`src/rtl/cpu_hs_pkg.sv`:
```
// Shared types for the buffered four-phase stage-to-stage link.
// Contents:
//     hs_in_state_e   - upstream (producer-side) handshake states
//     hs_out_state_e  - downstream (consumer-side) handshake states
//     HS_DEFAULT_SYNC - default synchroniser depth for req/ack inputs
package cpu_hs_pkg;

    typedef enum logic {
        IN_IDLE,
        IN_ACK
    } hs_in_state_e;

    typedef enum logic [1:0] {
        OUT_IDLE,
        OUT_REQ,
        OUT_WAIT
    } hs_out_state_e;

    localparam int HS_DEFAULT_SYNC = 2;

endpackage

```
`src/rtl/hs_sync.sv`:
```
// One-bit flop chain used to bring a handshake line into the local clock.
// Ports:
//     clk   - clock, all flops on posedge
//     reset - synchronous active-high reset, clears the chain
//     d_i   - raw input line
//     q_o   - input delayed by STAGES cycles (combinational copy when STAGES=0)
module hs_sync #(
    parameter int STAGES = 2
) (
    input  logic clk,
    input  logic reset,
    input  logic d_i,
    output logic q_o
);

    generate
        if (STAGES == 0) begin : g_bypass
            assign q_o = d_i;
        end else begin : g_chain
            logic [STAGES-1:0] chain_q;

            // Shift the raw line through STAGES flops; the last flop is the
            // only one the rest of the link is allowed to look at.
            always_ff @(posedge clk) begin
                if (reset) begin
                    chain_q <= '0;
                end else begin
                    chain_q[0] <= d_i;
                    for (int i = 1; i < STAGES; i++) begin
                        chain_q[i] <= chain_q[i-1];
                    end
                end
            end

            assign q_o = chain_q[STAGES-1];
        end
    endgenerate

endmodule

```
`src/rtl/hs_link_fifo.sv`:
```
// Buffered four-phase req/ack link placed between two CPU pipeline stages.
// An input handshake FSM writes payloads into a DEPTH-entry FIFO, and an
// output handshake FSM moves the oldest entry into a holding register and
// offers it downstream. A flush pulse empties the FIFO but never retracts the
// entry already being offered.
// Ports:
//     clk, reset        - single clock, synchronous active-high reset
//     in_req / in_ack   - upstream four-phase handshake, payload on in_data
//     out_req / out_ack - downstream four-phase handshake, payload on out_data
//     flush             - one-cycle pulse discarding buffered entries
//     level             - FIFO occupancy (holding register not included)
//     full              - level == DEPTH
module hs_link_fifo
    import cpu_hs_pkg::*;
#(
    parameter int WIDTH       = 32,
    parameter int DEPTH       = 4,
    parameter int SYNC_STAGES = HS_DEFAULT_SYNC
) (
    input  logic                     clk,
    input  logic                     reset,
    input  logic                     in_req,
    output logic                     in_ack,
    input  logic [WIDTH-1:0]         in_data,
    output logic                     out_req,
    input  logic                     out_ack,
    output logic [WIDTH-1:0]         out_data,
    input  logic                     flush,
    output logic [$clog2(DEPTH):0]   level,
    output logic                     full
);

    localparam int PTR_W = $clog2(DEPTH);
    localparam int LVL_W = PTR_W + 1;

    logic                 in_req_s;
    logic                 out_ack_s;
    hs_in_state_e         in_state_q, in_state_d;
    hs_out_state_e        out_state_q, out_state_d;
    logic [PTR_W-1:0]     wr_ptr_q, wr_ptr_d;
    logic [PTR_W-1:0]     rd_ptr_q, rd_ptr_d;
    logic [LVL_W-1:0]     level_q, level_d;
    logic [WIDTH-1:0]     out_data_q, out_data_d;
    logic [WIDTH-1:0]     mem_q [DEPTH];
    logic                 accept;
    logic                 push;
    logic                 pop;
    logic                 full_w;

    hs_sync #(.STAGES(SYNC_STAGES)) u_sync_req (
        .clk   (clk),
        .reset (reset),
        .d_i   (in_req),
        .q_o   (in_req_s)
    );

    hs_sync #(.STAGES(SYNC_STAGES)) u_sync_ack (
        .clk   (clk),
        .reset (reset),
        .d_i   (out_ack),
        .q_o   (out_ack_s)
    );

    assign full_w = (level_q == LVL_W'(DEPTH));

    // Upstream side: take a payload only when there is room, then hold ack
    // high until the producer drops its request. A flush in the accept cycle
    // still completes the handshake; only the write into storage is dropped.
    always_comb begin
        in_state_d = in_state_q;
        accept     = 1'b0;
        case (in_state_q)
            IN_IDLE: begin
                if (in_req_s && !full_w) begin
                    accept     = 1'b1;
                    in_state_d = IN_ACK;
                end
            end
            IN_ACK: begin
                if (!in_req_s) begin
                    in_state_d = IN_IDLE;
                end
            end
            default: in_state_d = IN_IDLE;
        endcase
    end

    assign push = accept && !flush;

    // Downstream side: load the holding register from the FIFO head, offer
    // it, and wait for the full ack rise/fall before offering the next one.
    // Flush blocks the load so a discarded entry can never leak out.
    always_comb begin
        out_state_d = out_state_q;
        pop         = 1'b0;
        case (out_state_q)
            OUT_IDLE: begin
                if ((level_q != '0) && !flush) begin
                    pop         = 1'b1;
                    out_state_d = OUT_REQ;
                end
            end
            OUT_REQ: begin
                if (out_ack_s) begin
                    out_state_d = OUT_WAIT;
                end
            end
            OUT_WAIT: begin
                if (!out_ack_s) begin
                    out_state_d = OUT_IDLE;
                end
            end
            default: out_state_d = OUT_IDLE;
        endcase
    end

    // Pointer and occupancy bookkeeping. Pointers wrap naturally because
    // DEPTH is a power of two; flush snaps the read pointer onto the write
    // pointer so everything buffered is forgotten in one cycle.
    always_comb begin
        wr_ptr_d   = wr_ptr_q;
        rd_ptr_d   = rd_ptr_q;
        level_d    = level_q;
        out_data_d = out_data_q;
        if (flush) begin
            rd_ptr_d = wr_ptr_q;
            level_d  = '0;
        end else begin
            if (push) begin
                wr_ptr_d = wr_ptr_q + PTR_W'(1);
            end
            if (pop) begin
                rd_ptr_d = rd_ptr_q + PTR_W'(1);
            end
            if (push && !pop) begin
                level_d = level_q + LVL_W'(1);
            end else if (!push && pop) begin
                level_d = level_q - LVL_W'(1);
            end
        end
        if (pop) begin
            out_data_d = mem_q[rd_ptr_q];
        end
    end

    // Control state and the holding register; everything here is cleared by
    // reset, which also aborts any handshake in flight.
    always_ff @(posedge clk) begin
        if (reset) begin
            in_state_q  <= IN_IDLE;
            out_state_q <= OUT_IDLE;
            wr_ptr_q    <= '0;
            rd_ptr_q    <= '0;
            level_q     <= '0;
            out_data_q  <= '0;
        end else begin
            in_state_q  <= in_state_d;
            out_state_q <= out_state_d;
            wr_ptr_q    <= wr_ptr_d;
            rd_ptr_q    <= rd_ptr_d;
            level_q     <= level_d;
            out_data_q  <= out_data_d;
        end
    end

    // Payload storage has no reset; stale contents are unreachable because
    // the pointers and level are cleared.
    always_ff @(posedge clk) begin
        if (push) begin
            mem_q[wr_ptr_q] <= in_data;
        end
    end

    assign in_ack   = (in_state_q == IN_ACK);
    assign out_req  = (out_state_q == OUT_REQ);
    assign out_data = out_data_q;
    assign level    = level_q;
    assign full     = full_w;

endmodule
```
`config.mk`:
```
export PLATFORM = sky130hd
export DESIGN_NAME = hs_link_fifo
export DESIGN_NICKNAME = d
export VERILOG_FILES = /design/src/rtl/cpu_hs_pkg.sv /design/src/rtl/hs_sync.sv /design/src/rtl/hs_link_fifo.sv
export SDC_FILE = /design/constraint.sdc
export NUM_CORES = 1
export LEC_CHECK = 0
export CORE_MARGIN = 1.5
export CORE_UTILIZATION = 60
export DETAILED_ROUTE_END_ITERATION = 7
export GPL_ROUTABILITY_DRIVEN = 1
export PLACE_DENSITY = 0.84
export SLEW_MARGIN = 20
export SYNTH_ARGS = -nofsm -noshare
export SYNTH_HDL_FRONTEND = slang
export SYNTH_HIERARCHICAL = 1
export SYNTH_SLANG_ARGS = --single-unit
```
`constraint.sdc`:
```
create_clock -name clk -period 4.05 [get_ports clk]
set_input_delay 0.81 -clock clk [delete_from_list [all_inputs] [get_ports clk]]
set_output_delay 0.81 -clock clk [all_outputs]
set_load 0.05 [all_outputs]
```
; ---- Yosys cells after proc, flatten, opt, wreduce, memory -nomap -nowiden
; Memory sizes are Yosys's and may differ from the RTL's. A register that Yosys moved wholly into a read port is not among the register bits.
; Cells that the tools add are included.
[op_classes]
n_eq_ne = 6
n_bitwise = 2
order_cmp = 0
n_addsub = 4
n_shift = 0
reduce_logical = 16
multipliers = 0
div_mod_pow = 0
muxes = 16
[op_table]
columns = cell, n
row1 = 2-bit two-way mux, 5
row2 = 1-bit two-way mux, 7
row3 = 3-bit two-way mux, 2
row4 = 2-bit one-hot mux with 3 select lines, 1
row5 = 1-bit logical AND, 5
row6 = 2-bit by 1-bit adder with 2-bit output (second input constant), 2
row7 = 1-bit logical NOT, 4
row8 = 2-bit != test (second input constant), 2
row9 = 2-bit nonzero test, 2
row10 = 3-bit by 1-bit adder with 3-bit output (second input constant), 1
row11 = 3-bit == test (second input constant), 1
row12 = 3-bit AND reduction, 1
row13 = 3-bit nonzero test, 1
row14 = 3-bit by 1-bit subtractor with 3-bit output (second input constant), 1
row15 = 2-bit by 1-bit == test with 1-bit output (second input constant), 1
row16 = 2-bit == test (second input constant), 1
row17 = 2-bit logical NOT, 1
row18 = 2-bit by 1-bit != test with 1-bit output (second input constant), 1
row19 = 1-bit inverter, 2
row20 = 1-bit one-hot mux with 2 select lines, 1
row21 = 2-bit AND reduction, 1
row22 = 2-bit OR reduction, 1
[word_totals]
input_bits = 37
romBits = 0
elab_cells = 52
latch_bits = 0
ram_bits = 128
out_inout_bits = 38
register_bits = 14
mem_count = 1
[memory_table]
columns = name, depth, word_bits, read_ports, rd_clocked_by_memory_dff, write_ports, line_no
row1 = mem_q, 4, 32, 1, 1, 1, hs_link_fifo.sv:44  ; logic [WIDTH-1:0] mem_q [DEPTH];

; ---- Logic depth before layout (Yosys ltp)
[depth]
word_depth = 10
ltp_mapped = 10
ltp_nobuf = 9

; ---- Hierarchy
; The synthesis kept the hierarchy.
[by_module_without_submodules]
columns = mod, cells_per_inst, area_per_inst_um2, instances
row1 = hs_link_fifo, 383, 6485.0, 1
row2 = hs_sync, 4, 52.6, 2

; ---- Least setup slack after synthesis
; No wires, ideal clock.
[synth_timing]
path_type = input to register
start = in flush
end = reg level_q[2], in the netlist level[2]
setup_ns = 0.086
path_slack_ns = 1.171
arrival_time_ns = 2.794
stages = 9
required_ns = 3.964
path_cell_list = buf_2 or3b_2 nor2_1 ha_1 inv_1 fa_1 xor2_1 or3_1 a211oi_1
[synth_between]
elab_chain_len = 7
[synth_rtl]
columns = element, line_no
row1 = "start, declared", hs_link_fifo.sv:28  ; input logic flush,
row2 = 1-bit logical NOT, "hs_link_fifo.sv:88, hs_link_fifo.sv:98"
row3 = 1-bit logical AND, hs_link_fifo.sv:98  ; if ((level_q != '0) && !flush) begin
row4 = 1-bit two-way mux, hs_link_fifo.sv:98
row5 = 1-bit two-way mux, hs_link_fifo.sv:96  ; case (out_state_q)
row6 = 1-bit logical NOT, hs_link_fifo.sv:135  ; if (push && !pop) begin
row7 = 1-bit logical AND, hs_link_fifo.sv:135
row8 = 3-bit two-way mux or 2-bit nonzero test (tied branches), n/a
row9 = "end signal, assigned", hs_link_fifo.sv:161  ; level_q <= level_d;
row10 = "end, declared", hs_link_fifo.sv:42  ; logic [LVL_W-1:0] level_q, level_d;
; Several ways; a longest one is shown, not always the timed one.
; A chain may end at the register's enable or synchronous reset.

; ---- Worst setup path after layout
[layout_timing]
start = reg level_q[2], in the netlist level[2]
end = out full
[layout_between]
elab_chain_len = 1
[layout_rtl]
columns = element, line_no
row1 = 3-bit == test, hs_link_fifo.sv:64  ; assign full_w = (level_q == LVL_W'(DEPTH));
row2 = "end, declared", hs_link_fifo.sv:30  ; output logic full
; No other way between the ends.

==> impl_metrics.env <==
export IMPL_synthesis_area_sq_um=6590
export IMPL_ys_top_cells_by_count="128 x edfxtp_1, 46 x dfxtp_1, 35 x a21oi_1"
export IMPL_synth_top_family_by_area="multiplexers"
export IMPL_grt_pass1_vias=3946
export IMPL_synth_async_reset_ratio_pct=0
export IMPL_synth_ff_type="edfxtp_1"
export IMPL_dp_slack_ps=737
export IMPL_endpoint="full"
export IMPL_end_kind="primary output"
export IMPL_postCtsHoldBufs=0
export IMPL_finClkSkew_ps=13.6
export IMPL_gp_congestion=0.746
export IMPL_clockBufferDepth=2
export IMPL_cellLeakagePower_nw=2.54
export IMPL_clk_pin_slew_worst_paths_ps=60
export IMPL_ant_nets=0
export IMPL_synth_fa_ha_area_share_pct=1.25
export IMPL_clkLatencyLatePin_ps=530
export IMPL_highest_layer="met4"
export IMPL_dp_hpwl_mm=7.62
export IMPL_r2r_start="level[0]$_SDFFE_PP0P_"
export IMPL_drv_cap=0
export IMPL_worst_hold_slack_ps=457
export IMPL_synth_seq_cells=174
export IMPL_cp_data_arrival_time_ps=2460
export IMPL_slew_violations=0
export IMPL_tns_ps=0
export IMPL_post_synth_top_count_cell="edfxtp_1"
export IMPL_synth_compound_gate_area_share_pct=6.19
export IMPL_numCtsBuffers=17
export IMPL_fin_crit_ps=3270
export IMPL_worst_path_largest_cell_delay_ps=810
export IMPL_initial_core_util_pct=61.1
export IMPL_rsz0062_at_grt="no"
export IMPL_critPathLaunch="level[2]$_SDFFE_PP0P_"
export IMPL_cp_slowest_cell="clkdlybuf4s50_1"
export IMPL_cts_tree="built"
export IMPL_drc=0
export IMPL_hp_class="flop to flop"
export IMPL_synth_area_per_cell_sq_um=16.9
export IMPL_synth_edf_count=128
export IMPL_seqCellArea_sq_um=4770
export IMPL_fin_crit_sh_pct=80.7
export IMPL_worst_slew_pin_slew_ps=922
export IMPL_syn_nets=434
export IMPL_rrSetupSlack_ps=1380
export IMPL_cts_sinks=174
export IMPL_portBuffers=74
export IMPL_wl_mm=13.4
export IMPL_m1WireLength_mm=5.26
export IMPL_power_density_nw_per_um2=470
export IMPL_crit_fanout=8
export IMPL_grt_start_max_net_pins=47
export IMPL_grt_util_all_layers_pct=25.0
export IMPL_irDropWorstVdd_v=0.000359
export IMPL_cts_root_buf="clkbuf_8"
export IMPL_cp_start_kind="flop"
export IMPL_num_antenna_cells=0
export IMPL_io_pins=75
export IMPL_hold_viol=0
export IMPL_cts_resized_gates=0
export IMPL_ys_warnings_count=6
export IMPL_relSlewSlack_pct=38.5
export IMPL_worstPathRequired_ps=3240
export IMPL_fmax_ghz=0.306
export IMPL_h_tree_depth=4
export IMPL_reg2reg_depth=9
export IMPL_syn_inst=391
export IMPL_area_growth_pct=21.0
export IMPL_wl_met2_mm=7.12
export IMPL_nNetsFinal=506
export IMPL_outcome="finished clean"
export IMPL_drive_above_1_share_pct=17.9
export IMPL_drt_iter0_markers=304
export IMPL_num_rows=38
export IMPL_vias=3802
export IMPL_p_total_mw=3.75
export IMPL_worst_slack_ps=782
export IMPL_drt_vias_per_instance=6.17
export IMPL_netlist_top_cells_area="edfxtp_1 58%, dfxtp_1 14%, mux4_2 11%"
export IMPL_fp_dieH_microns=108
export IMPL_antenna_found_initial=0
export IMPL_path_class="flop to primary output"
export IMPL_multiInputGateArea_sq_um=1640
export IMPL_die_x_microns=108
export IMPL_synth_xor_area_share_pct=0.399
export IMPL_reg2reg_to="level[2]$_SDFFE_PP0P_"
export IMPL_cp_cell_sequence="or3b_1 > inv_1 > clkdlybuf4s50_1"
export IMPL_met3_wirelength_microns=823
export IMPL_grt_pass1_wl_mm=20.9
export IMPL_synth_top_area_cell="edfxtp_1"
export IMPL_firstDrtPassIters=5
export IMPL_grt_overflow=0
export IMPL_synth_simple_area_share_pct=5.71
export IMPL_synthDistinctLibCells=38
export IMPL_wire_per_inst_microns=21.7
export IMPL_muxShareOfSynthArea_pct=11.1
export IMPL_coreArea_sq_um=10800
export IMPL_nFillCells=648
export IMPL_cts_setup_buffers=0
export IMPL_setup_viol=0
export IMPL_ys_seq_area_share_pct=72.3
export IMPL_dieArea_sq_um=11600
export IMPL_synth_top_cell_area_share_pct=58.3
## through the flow
| step | util, % | cells | cell area [sq um] |
|---|---|---|---|
| after floorplan | - | 391 | 6590 |
| after global placement | 68.5 | 583 | 7390 |
| after detailed placement | 68.5 | 583 | 7390 |
| after CTS | 73.7 | 615 | 7960 |
| after global routing | 73.9 | 616 | 7970 |
| final | 73.9 | 616 | 7970 |
## where the power goes
part	total, mW	switching [mW]	leakage (nW)	internal [mW]
sequential	1.96	0.0277	1.53	1.93
clock	1.53	0.689	0.277	0.842
combinational	0.257	0.146	0.742	0.110
total	3.75	0.863	2.54	2.88
## layout make-up
class / count / share of cell area, %
Clock buffer: 20 / 5.87
Clock inverter: 12 / 1.21
Inverter: 5 / 0.235
Tap cell: 140 / 2.20
Multi-Input combinational cell: 182 / 20.5
Timing Repair Buffer: 83 / 10.2
Sequential cell: 174 / 59.8
## worst min path at each step
stage,startpoint,to,slack (ps),cells after the start
after floorplan,u_sync_ack/g_chain.chain_q[0]$_SDFF_PP0_,u_sync_ack/g_chain.chain_q[1]$_SDFF_PP0_,410,1
after global placement,u_sync_ack/g_chain.chain_q[0]$_SDFF_PP0_,u_sync_ack/g_chain.chain_q[1]$_SDFF_PP0_,430,1
after detailed placement,u_sync_req/g_chain.chain_q[0]$_SDFF_PP0_,u_sync_req/g_chain.chain_q[1]$_SDFF_PP0_,440,1
after CTS,u_sync_req/g_chain.chain_q[0]$_SDFF_PP0_,u_sync_req/g_chain.chain_q[1]$_SDFF_PP0_,470,1
after global routing,u_sync_req/g_chain.chain_q[0]$_SDFF_PP0_,u_sync_req/g_chain.chain_q[1]$_SDFF_PP0_,470,1
final,u_sync_req/g_chain.chain_q[0]$_SDFF_PP0_,u_sync_req/g_chain.chain_q[1]$_SDFF_PP0_,460,1
## flip-flops by register name, indices dropped and copies added, names as in the netlist
| register | count |
|---|---|
| wr_ptr_q | 2 |
| u_sync_req/g_chain.chain_q | 2 |
| rd_ptr_q | 2 |
| out_state_q | 2 |
| u_sync_ack/g_chain.chain_q | 2 |
| level | 3 |
| mem_q | 128 |
| out_data | 32 |
| in_ack | 1 |
## routing by layer
| layer | global-route usage (%) | up-vias |
|---|---|---|
| met5 | 0 | - |
| met4 | 8.55 | 0 |
| met3 | 6.54 | 22 |
| met2 | 42.2 | 149 |
| met1 | 31.7 | 1958 |
| li1 | - | 1673 |
## placed cells by master, fill, tap and decap left out, types with 2 or more instances in the layout
| cell | n |
|---|---|
| nor2_1 | 4 |
| nor3b_1 | 3 |
| a311oi_1 | 2 |
| o21ai_0 | 29 |
| xor2_1 | 2 |
| clkbuf_16 | 18 |
| edfxtp_1 | 128 |
| inv_1 | 5 |
| buf_4 | 8 |
| inv_8 | 2 |
| clkinvlp_4 | 2 |
| inv_6 | 4 |
| a21oi_1 | 35 |
| o21ai_1 | 6 |
| nand3_1 | 34 |
| clkinv_2 | 3 |
| nor2b_1 | 7 |
| ha_1 | 5 |
| nor3_1 | 2 |
| dfxtp_1 | 44 |
| or3_1 | 2 |
| dfxtp_2 | 2 |
| nor3_4 | 2 |
| and3_2 | 4 |
| mux4_2 | 32 |
| clkdlybuf4s50_1 | 73 |
## critical path, delay by kind of cell (launching register included)
family | cells | cell delay, ps
AND/OR/NAND/NOR | 1 | 510
flip-flops | 1 | 460
buffers and inverters | 2 | 970
## kinds of logic after synthesis
kind of cell,count (synthesis)
buf+inv,35
flops,174
simple gates,64
compound gates,76
fa+ha+maj,6
mux,33
xor+xnor,3
Power figures use the tool's default switching activity.
